## src/rtl/hex_digit_sched_pkg.sv

```systemverilog
// rtl/hex_digit_sched_pkg.sv - shared encodings and segment table for the digit scheduler
package hex_digit_sched_pkg;

    localparam logic [1:0] MODE_HOLD   = 2'b00;
    localparam logic [1:0] MODE_LOAD   = 2'b01;
    localparam logic [1:0] MODE_SCROLL = 2'b10;
    localparam logic [1:0] MODE_CLEAR  = 2'b11;

    typedef enum logic [1:0] {
        ST_IDLE   = 2'd0,
        ST_FULL   = 2'd1,
        ST_SCROLL = 2'd2
    } state_t;

    localparam logic [6:0] SEG_BLANK = 7'b1111111;

    // Active-low segments, index is the nibble value 0..F
    localparam logic [6:0] SEG_TABLE [16] = '{
        7'b1000000, 7'b1111001, 7'b0100100, 7'b0110000,
        7'b0011001, 7'b0010010, 7'b0000010, 7'b1111000,
        7'b0000000, 7'b0010000, 7'b0001000, 7'b0000011,
        7'b1000110, 7'b0100001, 7'b0000110, 7'b0001110
    };

    function automatic logic [6:0] seg_lookup(input logic [3:0] value);
        return SEG_TABLE[value];
    endfunction

endpackage

```

## src/rtl/hex7seg.sv

```systemverilog
// rtl/hex7seg.sv - combinational nibble to active-low seven-segment decoder with blanking
module hex7seg
    import hex_digit_sched_pkg::*;
#(
    parameter logic [6:0] BLANK = SEG_BLANK
) (
    input  logic [3:0] value,
    input  logic       valid,
    output logic [6:0] seg
);

    assign seg = valid ? seg_lookup(value) : BLANK;

endmodule

```

## src/rtl/hex_digit_sched.sv

```systemverilog
// rtl/hex_digit_sched.sv - six-slot digit buffer with load/scroll/clear onto HEX5..HEX0
module hex_digit_sched
    import hex_digit_sched_pkg::*;
#(
    parameter int         NUM_DIGITS = 6,
    parameter logic [6:0] BLANK      = SEG_BLANK
) (
    input  logic [1:0] KEY,
    input  logic [9:0] SW,
    output logic [9:0] LEDR,
    output logic [6:0] HEX0,
    output logic [6:0] HEX1,
    output logic [6:0] HEX2,
    output logic [6:0] HEX3,
    output logic [6:0] HEX4,
    output logic [6:0] HEX5
);

    localparam logic [2:0] N3   = 3'(NUM_DIGITS);
    localparam logic [2:0] LAST = 3'(NUM_DIGITS - 1);

    logic       clk;
    logic       rst_n;
    logic [1:0] mode;
    logic [3:0] data;
    logic       unused_sw;

    assign clk       = KEY[0];
    assign rst_n     = KEY[1];
    assign mode      = SW[9:8];
    assign data      = SW[3:0];
    assign unused_sw = ^SW[7:4];

    logic [3:0]            digit_buf [NUM_DIGITS];
    logic [NUM_DIGITS-1:0] valid;
    logic [2:0]            cnt;
    logic [2:0]            rot;
    logic                  ovf;
    state_t                state, state_nxt;
    logic                  cnt_full;

    assign cnt_full = (cnt == N3);

    always_ff @(posedge clk or negedge rst_n) begin
        if (!rst_n) begin
            state <= ST_IDLE;
        end else begin
            state <= state_nxt;
        end
    end

    always_comb begin
        state_nxt = state;
        case (mode)
            MODE_CLEAR:  state_nxt = ST_IDLE;
            // Reaching or already at capacity lands in FULL; any load ends a scroll
            MODE_LOAD:   state_nxt = (cnt_full || cnt == LAST) ? ST_FULL : ST_IDLE;
            MODE_SCROLL: if (cnt != 3'd0) state_nxt = ST_SCROLL;
            default:     if (state == ST_SCROLL) state_nxt = cnt_full ? ST_FULL : ST_IDLE;
        endcase
    end

    always_ff @(posedge clk or negedge rst_n) begin
        if (!rst_n) begin
            for (int i = 0; i < NUM_DIGITS; i++) digit_buf[i] <= 4'd0;
            valid <= '0;
            cnt   <= 3'd0;
            rot   <= 3'd0;
            ovf   <= 1'b0;
        end else begin
            case (mode)
                MODE_CLEAR: begin
                    for (int i = 0; i < NUM_DIGITS; i++) digit_buf[i] <= 4'd0;
                    valid <= '0;
                    cnt   <= 3'd0;
                    rot   <= 3'd0;
                    ovf   <= 1'b0;
                end
                MODE_LOAD: begin
                    if (!cnt_full) begin
                        digit_buf[cnt] <= data;
                        valid[cnt]     <= 1'b1;
                        cnt            <= cnt + 3'd1;
                    end else begin
                        ovf <= 1'b1;
                    end
                end
                MODE_SCROLL: begin
                    if (cnt != 3'd0) rot <= (rot == LAST) ? 3'd0 : rot + 3'd1;
                end
                default: ;
            endcase
        end
    end

    // Position p (HEX5 = p0) shows physical slot (p + rot) mod NUM_DIGITS
    logic [6:0] seg [6];

    for (genvar p = 0; p < 6; p++) begin : g_pos
        if (p < NUM_DIGITS) begin : g_live
            logic [3:0] sum;
            logic [2:0] slot;
            assign sum  = 4'(p) + {1'b0, rot};
            assign slot = (sum >= 4'(NUM_DIGITS)) ? 3'(sum - 4'(NUM_DIGITS)) : sum[2:0];
            hex7seg #(.BLANK(BLANK)) u_seg (
                .value (digit_buf[slot]),
                .valid (valid[slot]),
                .seg   (seg[p])
            );
        end else begin : g_off
            assign seg[p] = BLANK;
        end
    end

    assign HEX5 = seg[0];
    assign HEX4 = seg[1];
    assign HEX3 = seg[2];
    assign HEX2 = seg[3];
    assign HEX1 = seg[4];
    assign HEX0 = seg[5];

    assign LEDR = {(state == ST_FULL) || cnt_full, ovf, state == ST_SCROLL, 4'b0000, cnt};

endmodule
```

## config.mk

```make
export PLATFORM = sky130hd
export DESIGN_NAME = hex_digit_sched
export DESIGN_NICKNAME = d
export VERILOG_FILES = /design/src/rtl/hex_digit_sched_pkg.sv /design/src/rtl/hex7seg.sv /design/src/rtl/hex_digit_sched.sv
export SDC_FILE = /design/constraint.sdc
export NUM_CORES = 1
export LEC_CHECK = 0
export CAP_MARGIN = 30
export CORE_MARGIN = 5
export CORE_UTILIZATION = 60
export DETAILED_ROUTE_END_ITERATION = 16
export PLACE_DENSITY = 0.86
export RECOVER_POWER = 25
export SLEW_MARGIN = 0
export SYNTH_ARGS = -nofsm -noshare
export SYNTH_HDL_FRONTEND = slang
export SYNTH_SLANG_ARGS = --single-unit
```

## constraint.sdc

```tcl
create_clock -name KEY -period 7.9 [get_ports KEY]
set_input_delay 1.185 -clock KEY [delete_from_list [all_inputs] [get_ports KEY]]
set_output_delay 1.185 -clock KEY [all_outputs]
set_load 0.01 [all_outputs]
```

Word level (Yosys, flattened, before mapping):

Memories as Yosys holds them, arrays and structs flattened.
Cells that the tools add are included.

* add/subtract/negate cells: 13
* order comparisons: 28
* eq/ne operators: 11
* multiplexer cells: 75
* bitwise operators: 14
* reduce and logical (&&, ||, !) cells: 12

Operators with widths (count)
* $mux 7: 18
* $bmux 4 s3: 6
* $mux 4: 13
* $pmux 24 s2: 1
* $ge 5x5->1 const B: 6
* $not 4->5: 6
* $ge 4x4->1 const B: 7
* $lt 3x4->1 const B: 7
* $not 3->4: 7
* $mux 3: 9
* $bwmux 24: 1
* $mux 24: 1
* $ge 4x3->1 const B: 5
* $bmux 1 s3: 6
* $sub 3x3->3 const B: 6
* $demux 4 s3: 1
* $pmux 3 s2: 2
* $pmux 6 s2: 1
* $mux 1: 10
* $eq 3x3->1 const B: 3
* $add 2x3->4 const A: 2
* $add 3x3->4 const A: 2
* $reduce_and 2->1: 4
* $add 3x1->3 const B: 2
* other kinds (18): 27

* register bits: 39
* ROM bits: 672
* output and inout bits: 52
* word-level logic and storage cells: 170
* memories kept: 6

Memory list
* (no name shown): depth 16, width 7, read ports 1, clocked after Yosys merged registers in 0, wr ports 0, RTL line hex_digit_sched_pkg.sv:26 `return SEG_TABLE[value];`
* (no name shown): depth 16, width 7, read ports 1, clocked after Yosys merged registers in 0, wr ports 0, RTL line hex_digit_sched_pkg.sv:26
* (no name shown): depth 16, width 7, read ports 1, clocked after Yosys merged registers in 0, wr ports 0, RTL line hex_digit_sched_pkg.sv:26
* (no name shown): depth 16, width 7, read ports 1, clocked after Yosys merged registers in 0, wr ports 0, RTL line hex_digit_sched_pkg.sv:26
* (no name shown): depth 16, width 7, read ports 1, clocked after Yosys merged registers in 0, wr ports 0, RTL line hex_digit_sched_pkg.sv:26
* (no name shown): depth 16, width 7, read ports 1, clocked after Yosys merged registers in 0, wr ports 0, RTL line hex_digit_sched_pkg.sv:26

Longest topological paths before layout:

Gate-level depths: netlist of run 1.

* word-level depth: 12
* depth in mapped cells: 17
* depth with buffers taken out: 13

Modules after synthesis:

From an unflattened synthesis of run 1, not the netlist that was laid out.

* cells, all modules: 621
* area total of the unflattened synthesis: 5175.0 sq um

Modules (own cells, without submodules)
* hex_digit_sched: times used 1, cells an instance 401, area an instance 3368.2 sq um, sequential area each 975.9 sq um
* hex7seg at g_pos[0].g_live.u_seg ...: times used 5, cells an instance 37, area an instance 304.0 sq um, sequential area each 0.0 sq um
* hex7seg at g_pos[4].g_live.u_seg: times used 1, cells an instance 35, area an instance 286.5 sq um, sequential area each 0.0 sq um

Worst setup path before layout of run 1:

No wires, ideal clock.

* kind: flip-flop to output port
* start point: register rot[0]
* end point: output HEX0[2]
* arrival time: 3.334 ns
* slack: 3.381 ns
* cell stages (with the launch flop): 15
* path buffers: 5
* path through: dfrtp_1 > buf_2 > buf_4 > buf_2 > inv_1 > ha_1 > buf_2 > buf_2 > nand3_1 > and2_1 > nand2_1 > o21ai_0 > inv_1 > ha_1 > o311ai_0

* cells in the longest elaborated chain, start to end: 12
* elaborated cells between the ends (all ways): 15

Ends and longest elaborated chain
* from (decl): RTL line hex_digit_sched.sv:37 `logic [2:0] rot;`
* from (signal assigned): RTL line hex_digit_sched.sv:89 `if (cnt != 3'd0) rot <= (rot == LAST) ? 3'd0 : rot + 3'd1;`
* $add 3x3->4 *: RTL line hex_digit_sched.sv:103 `assign sum = 4'(p) + {1'b0, rot};`
* $ge 4x3->1 / $sub 3x3->3 (equally long branches): RTL line hex_digit_sched.sv:104 `assign slot = (sum >= 4'(NUM_DIGITS)) ? 3'(sum - 4'(NUM_DIGITS)) : sum[2:0];`
* $mux 3 *: RTL line hex_digit_sched.sv:104
* $not 3->4 (implied by the code): RTL line hex_digit_sched.sv:106 `.value (digit_buf[slot]),`
* $bmux 4 s3: RTL line hex_digit_sched.sv:106
* $mux 4 (implied by the code) (2 in a row): RTL line hex_digit_sched.sv:106
* $not 4->5 (implied by the code): RTL line hex_digit_sched_pkg.sv:26
* $mem_v2 16x7
* $mux 7 (implied by the code) (2 in a row): RTL line hex_digit_sched_pkg.sv:26
* $mux 7 *: RTL line hex7seg.sv:12 `assign seg = valid ? seg_lookup(value) : BLANK;`
* to (decl): RTL line hex_digit_sched.sv:11 `output logic [6:0] HEX0,`

Mark *: on every way between the ends. The rest lies on a longest branch, timed or not. The select of a mux whose other input is x is not followed.

Worst setup path after layout of run 1:

* start point: register rot[0]
* end point: output HEX0[3]

Same word-level chain as after synthesis.

==> run_results.csv, run 1 <==
group,metric,value,unit
final_layout,fin_nets,674,
sta,worst-slew-pin-transition,919,ps
detailed_routing,wirelength,12800,um
power_and_ir_drop,ir_drop,0.188,mV
detailed_routing,vias,4704,
sta,report.final.hold_viol_count,39,
critical_path,reg2reg_setup_slack,5480,ps
power_and_ir_drop,pwr-share-clk,0.155,
power_and_ir_drop,intPower,924,uW
clock_network,ctsHoldBuffers,0,
sta,rsz0062_at_grt,"no",
synthesis,synth_flop_cell,"dfrtp_1",
place,dp_slack,2270,ps
final_layout,fin_cells,718,
final_layout,final_cell_mix,"nand2_1, clkdlybuf4s50_1, ha_1",
floorplan,std_cell_rows,32,
run_status,run_status,"finished, violations left",
critical_path,crit_family,"buffers and inverters",
run_status,violations,"negative hold slack",
final_layout,utilization,0.703,
power_and_ir_drop,comb_power_share,0.722,
global_route,grt_pass1_wl,21100,um
sta,fin_crit,6010,ps
synthesis,syn_area_per_cell,8.31,um2
place,place_inst,702,
critical_path,r2r_cells,6,
detailed_routing,dr.first_iter.drc_count,447,
critical_path,max_stage_delay,890,ps
flow_run,cap_violations,0,
clock_network,clk_pin_slew_worst_paths,80,ps
power_and_ir_drop,p_seq_frac,0.123,
detailed_routing,routedWlPerCell,17.8,um
sta,whs,-61.8,ps
floorplan,die_area,9940,um2
sta,setup_slack,1890,ps
detailed_routing,via_per_inst,6.55,
final_layout,regArea,976,um2
critical_path,cp_data_required_time,6710,ps
critical_path,crit_path_start,"rot[0]",
final_layout,mostFrequentLayoutCell,"nand2_1",
global_route,grt_use_total,0.258,
floorplan,initial_utilization,0.621,
critical_path,cp.arrival,4820,ps
clock_network,clk_latency,310,ps
floorplan,die_y,99.7,um
sta,slew_headroom,0.387,
synthesis,netlist.area_leader.share,0.202,
synthesis,yosys_warnings,0,
synthesis,ys_ff_latch,39,
critical_path,endpoint,"HEX0[3]",
place,port_buffers,54,
critical_path,crit_fanout,44,
synthesis,synth_edf_count,0,
critical_path,r2r_end,"rot[1]",
clock_network,cts_resized,0,
place,dpl_cell_area,5300,um2
sta,skew,4.28,ps
critical_path,worstPathCellList,"buf_4, inv_1, ha_1, o21bai_1, o2bb2ai_1, mux2i_1, o21bai_1, inv_1, ha_1, nand2_1, a32o_1, nand2_1, clkdlybuf4s50_1",
final_layout,fin_area,5460,um2
synthesis,synth_cells,581,
floorplan,dieWidth,99.7,um
critical_path,path_buf_inv,4,
synthesis,synth_area_leaders,"dfrtp_1, ha_1, mux2i_1, nand2_1, a22o_1",
synthesis,synthDistinctLibCells,67,
place,gp_congestion,0.902,
worst_hold_path,hp-class,"clock port to async pin",
sta,timing.final.max_slew_violations,0,
critical_path,crit-reg2reg-launch,"rot[0]",
power_and_ir_drop,p_leak,2.28,nW
final_layout,drive_gt1_frac,0.0682,
final_layout,diodes,0,
critical_path,endpoint_kind,"primary output",
detailed_routing,drc,0,
place,hpwlAfterDp,9530,um
global_route,overflow,0,
sta,final-setup-viol-count,0,
power_and_ir_drop,p_per_area,340,nW/um2
final_layout,multi_input_area,3550,um2
final_layout,syn_to_final_growth,13.1,%
clock_network,post-cts-setup-buffer-count,0,
critical_path,crit_cells,13,
sta,finalCritPeriodShare,0.760,
sta,fmax,166,MHz
synthesis,syn-cell-area,4830,um2
critical_path,critPathSlowestCell,"ha_1",
clock_network,cts_tree,"yes",
power_and_ir_drop,switching_power,932,uW
detailed_routing,firstDrtPassIters,5,
floorplan,coreArea,7770,um2
detailed_routing,ant_nets,0,
power_and_ir_drop,switching_share,0.502,
floorplan,ios,64,
synthesis,yosysSeqAreaShare,0.202,
global_route,grt_max_degree,45,
power_and_ir_drop,power,1.86,mW
synthesis,async_reset_ff_frac,1.00,
global_route,grt_pass1_vias,4496,
global_route,antenna_found_initial,0,
sta,setup-tns-final,0,ps
critical_path,crit_type,"register to primary output",
critical_path,cp-start-kind,"register",
synthesis,yosys.area.top_type,"dfrtp_1",
final_layout,fillerInstances,614,
-- cell usage after synthesis (4+ instances only) --
cell type,count
o221ai_1,22
o22ai_1,17
nor2_1,42
and2_1,10
nor4_1,4
a21oi_1,16
o211ai_1,11
o22a_1,4
nor2b_1,7
ha_1,50
inv_1,25
nand2_1,62
a22oi_1,5
nand2b_1,14
o21ai_0,25
buf_2,12
xnor2_1,5
o32a_1,6
a22o_1,23
mux2_2,15
nand3_1,8
nor3_1,18
clkbuf_1,12
mux2i_1,46
dfrtp_1,39
buf_4,12
mux2_1,4
or3_1,4
o21ai_1,6
-- cells by family (layout without fill, tap and decap cells) --
logic type,after synthesis,after routing,synth area share
and+or+nand+nor,177,177,0.170
DFF,39,39,0.202
buffers and inverters,65,97,0.0646
adders and majority gates,50,50,0.130
other,1,4,0.000777
muxes,68,68,0.149
AOI/OAI and AO/OA,173,173,0.268
xor gates and xnor gates,8,8,0.0161
-- flip-flops by register name, summed over array words and instances (netlist names) --
| register | count |
|---|---|
| digit_buf | 24 |
| valid | 6 |
| rot | 3 |
| ovf | 1 |
| state | 2 |
| cnt | 3 |
-- power groups by stage --
stage | registers [mW] | clock network, mW | logic, mW
3_5_place_dp | 0.232 | 0 | 1.33
2_1_floorplan | 0.227 | 0 | 0.895
4_1_cts | 0.227 | 0.350 | 1.33
5_1_grt | 0.230 | 0.320 | 1.46
6_report | 0.228 | 0.288 | 1.34
3_3_place_gp | 0.231 | 0 | 1.26
-- how the worst min path moves through the flow --
stage,endpoint,slack [ps],start,depth (start not counted)
floorplan,cnt[0],-300,KEY[1],0
global placement,cnt[0],-300,KEY[1],0
detailed placement,cnt[0],-300,KEY[1],0
CTS,digit_buf[3],-330,KEY[1],2
global route,digit_buf[10],3,KEY[1],2
finish,digit_buf[14],-60,KEY[1],2
-- area by class of cell --
class                           instances  area share
Tap cell                              102      0.0234
Clock inverter                          6      0.0133
Timing Repair Buffer                   55       0.100
Multi-Input combinational cell        480       0.650
Inverter                               26      0.0179
Sequential cell                        39       0.179
Clock buffer                           10      0.0160
-- worst reg2reg max path, stage by stage (launching register included) --
cell,delay (ps)
dfrtp_1,330
buf_4,480
inv_1,160
ha_1,890
nand2_1,150
o22a_1,210
o22ai_1,120
-- metal layers --
layer,vias up,track usage,share of wire
li1,2209,-,-
met1,2227,0.323,0.41
met2,229,0.407,0.49
met3,39,0.0680,0.077
met4,0,0.137,0.026
met5,-,0,0
No activity file was read; power rests on OpenSTA's default activity.
==> run 2, diff against run 1 <==
--- a/config.mk
+++ b/config.mk
@@ -7,9 +7,9 @@
 export LEC_CHECK = 0
 export CAP_MARGIN = 30
 export CORE_MARGIN = 5
-export CORE_UTILIZATION = 60
+export CORE_UTILIZATION = 52
 export DETAILED_ROUTE_END_ITERATION = 16
-export PLACE_DENSITY = 0.86
+export PLACE_DENSITY = 0.79
 export RECOVER_POWER = 25
 export SLEW_MARGIN = 0
 export SYNTH_ARGS = -nofsm -noshare
==> constraint.sdc (replaced) <==
create_clock -name KEY -period 5.35 [get_ports KEY]
set_input_delay 0.8025 -clock KEY [delete_from_list [all_inputs] [get_ports KEY]]
set_output_delay 0.8025 -clock KEY [all_outputs]
set_load 0.01 [all_outputs]
==> run_results.csv, run 2 (synthesis gave the netlist of run 1 again) <==
group,metric,value,unit
detailed_routing,dr.first_iter.drc_count,241,
global_route,grt_pass1_vias,4229,
detailed_routing,firstDrtPassIters,5,
power_and_ir_drop,comb_power_share,0.729,
sta,report.final.hold_viol_count,39,
sta,whs,-59.6,ps
place,gp_congestion,0.889,
detailed_routing,via_per_inst,6.24,
final_layout,drive_gt1_frac,0.0731,
final_layout,diodes,0,
critical_path,endpoint_kind,"primary output",
critical_path,cp-start-kind,"register",
sta,fin_crit,5020,ps
power_and_ir_drop,ir_drop,0.309,mV
critical_path,crit_fanout,11,
power_and_ir_drop,intPower,1.37,mW
detailed_routing,routedWlPerCell,16.8,um
critical_path,cp.arrival,4220,ps
final_layout,syn_to_final_growth,13.6,%
final_layout,fillerInstances,791,
place,port_buffers,54,
place,hpwlAfterDp,9140,um
sta,fmax,199,MHz
sta,rsz0062_at_grt,"no",
detailed_routing,ant_nets,0,
floorplan,ios,64,
floorplan,die_area,11300,um2
final_layout,regMostFlops,"digit_buf",
floorplan,initial_utilization,0.527,
sta,final-setup-viol-count,0,
global_route,grt_use_total,0.218,
power_and_ir_drop,power,2.69,mW
final_layout,regArea,976,um2
detailed_routing,vias,4538,
clock_network,ctsHoldBuffers,0,
final_layout,multi_input_area,3570,um2
detailed_routing,wirelength,12200,um
final_layout,mostFrequentLayoutCell,"nand2_1",
clock_network,clk_latency,280,ps
detailed_routing,drc,0,
final_layout,largestRegisters,"digit_buf (24), valid (6)",
flow_run,cap_violations,0,
floorplan,coreArea,9150,um2
power_and_ir_drop,pwr-share-clk,0.146,
clock_network,cts_tree,"yes",
sta,skew,3.07,ps
clock_network,clk_pin_slew_worst_paths,70,ps
floorplan,die_y,106,um
power_and_ir_drop,p_seq_frac,0.126,
sta,finalCritPeriodShare,0.939,
sta,slew_headroom,0.418,
global_route,grt_max_degree,38,
final_layout,final_cell_mix,"nand2_1, clkdlybuf4s50_1, ha_1",
floorplan,dieWidth,106,um
sta,setup-tns-final,0,ps
worst_hold_path,hp-class,"clock port to async pin",
run_status,run_status,"finished, violations left",
power_and_ir_drop,p_per_area,491,nW/um2
final_layout,fin_nets,676,
global_route,grt_pass1_wl,20200,um
power_and_ir_drop,switching_power,1.32,mW
global_route,overflow,0,
power_and_ir_drop,p_leak,2.29,nW
floorplan,std_cell_rows,35,
sta,worst-slew-pin-transition,872,ps
global_route,antenna_found_initial,0,
run_status,violations,"negative hold slack",
sta,timing.final.max_slew_violations,0,
power_and_ir_drop,switching_share,0.492,
critical_path,crit_type,"register to primary output",
final_layout,largest_reg_flops,24,
critical_path,cp_data_required_time,4550,ps
==> run 2: metrics by stage <==
step,cell area [um2],worst slack (ps),hold slack (ps),util,cells
3_3_place_gp,5330,687,-296,0.582,713
6_report,5480,328,-59.6,0.599,727
5_1_grt,5480,44.1,1.72,0.599,727
2_1_floorplan,4840,1210,-296,-,584
4_1_cts,5510,209,-320,0.602,727
3_5_place_dp,5330,541,-296,0.582,713
==> run 2: worst paths after layout <==
| check | from | to | slack, ps | cells past startpoint |
|---|---|---|---|---|
| max in group asynchronous | KEY[1] | valid[4] | 4980 | 2 |
| setup / recovery | rot[1] | HEX2[3] | 330 | 13 |
| hold reg to reg | ovf | ovf | 520 | 2 |
| min in group KEY | ovf | ovf | 520 | 2 |
| hold / removal | KEY[1] | rot[0] | -60 | 2 |
| setup reg to reg | cnt[0] | digit_buf[7] | 3070 | 7 |
==> run 2: layout make-up <==
type	instances	share of cell area
Clock buffer	11	0.0167
Clock inverter	3	0.00867
Inverter	26	0.0178
Multi-Input combinational cell	480	0.651
Sequential cell	39	0.178
Tap cell	111	0.0253
Timing Repair Buffer	57	0.103
==> run 2: routing by layer <==
layer / share of wire / vias up / track usage
li1: - / 2216 / -
met1: 0.44 / 2119 / 0.286
met2: 0.47 / 186 / 0.340
met3: 0.068 / 17 / 0.0546
met4: 0.013 / 0 / 0.0897
met5: 0 / - / 0
==> run 2: critical path: stages (launching register included) <==
cell and delay, ps:
dfrtp_1 540, inv_1 240, ha_1 310, xor2_1 590, nor2_1 130, a22oi_1 200, nor2_1 70, nor2_1 360
inv_1 160, ha_1 290, mux2_1 300, mux2i_1 160, nand2_1 70, clkdlybuf4s50_1 500
==> run 2: what timing repair did <==
| item | CTS | global route |
|---|---|---|
| setup endpoints to repair | 0 | 7 |
| resized for setup | 0 | 4 |
| buffers inserted | 0 | 0 |
| endpoints found under the hold margin | 0 | 0 |
==> run 2: power groups by stage <==
| stage | Combinational [mW] | Clock, mW | Sequential, mW |
|---|---|---|---|
| finish | 1.96 | 0.392 | 0.339 |
| global route | 2.15 | 0.436 | 0.341 |
| CTS | 1.94 | 0.486 | 0.337 |
| detailed placement | 1.93 | 0 | 0.345 |
| global placement | 1.87 | 0 | 0.344 |
| floorplan | 1.32 | 0 | 0.335 |
==> run 3, diff against run 2 <==
--- a/config.mk
+++ b/config.mk
@@ -5,7 +5,6 @@
 export SDC_FILE = /design/constraint.sdc
 export NUM_CORES = 1
 export LEC_CHECK = 0
-export CAP_MARGIN = 30
 export CORE_MARGIN = 5
 export CORE_UTILIZATION = 52
 export DETAILED_ROUTE_END_ITERATION = 16
==> results of run 3 <==
Same layout as run 2: the final DEF is identical, and so are final timing and power.
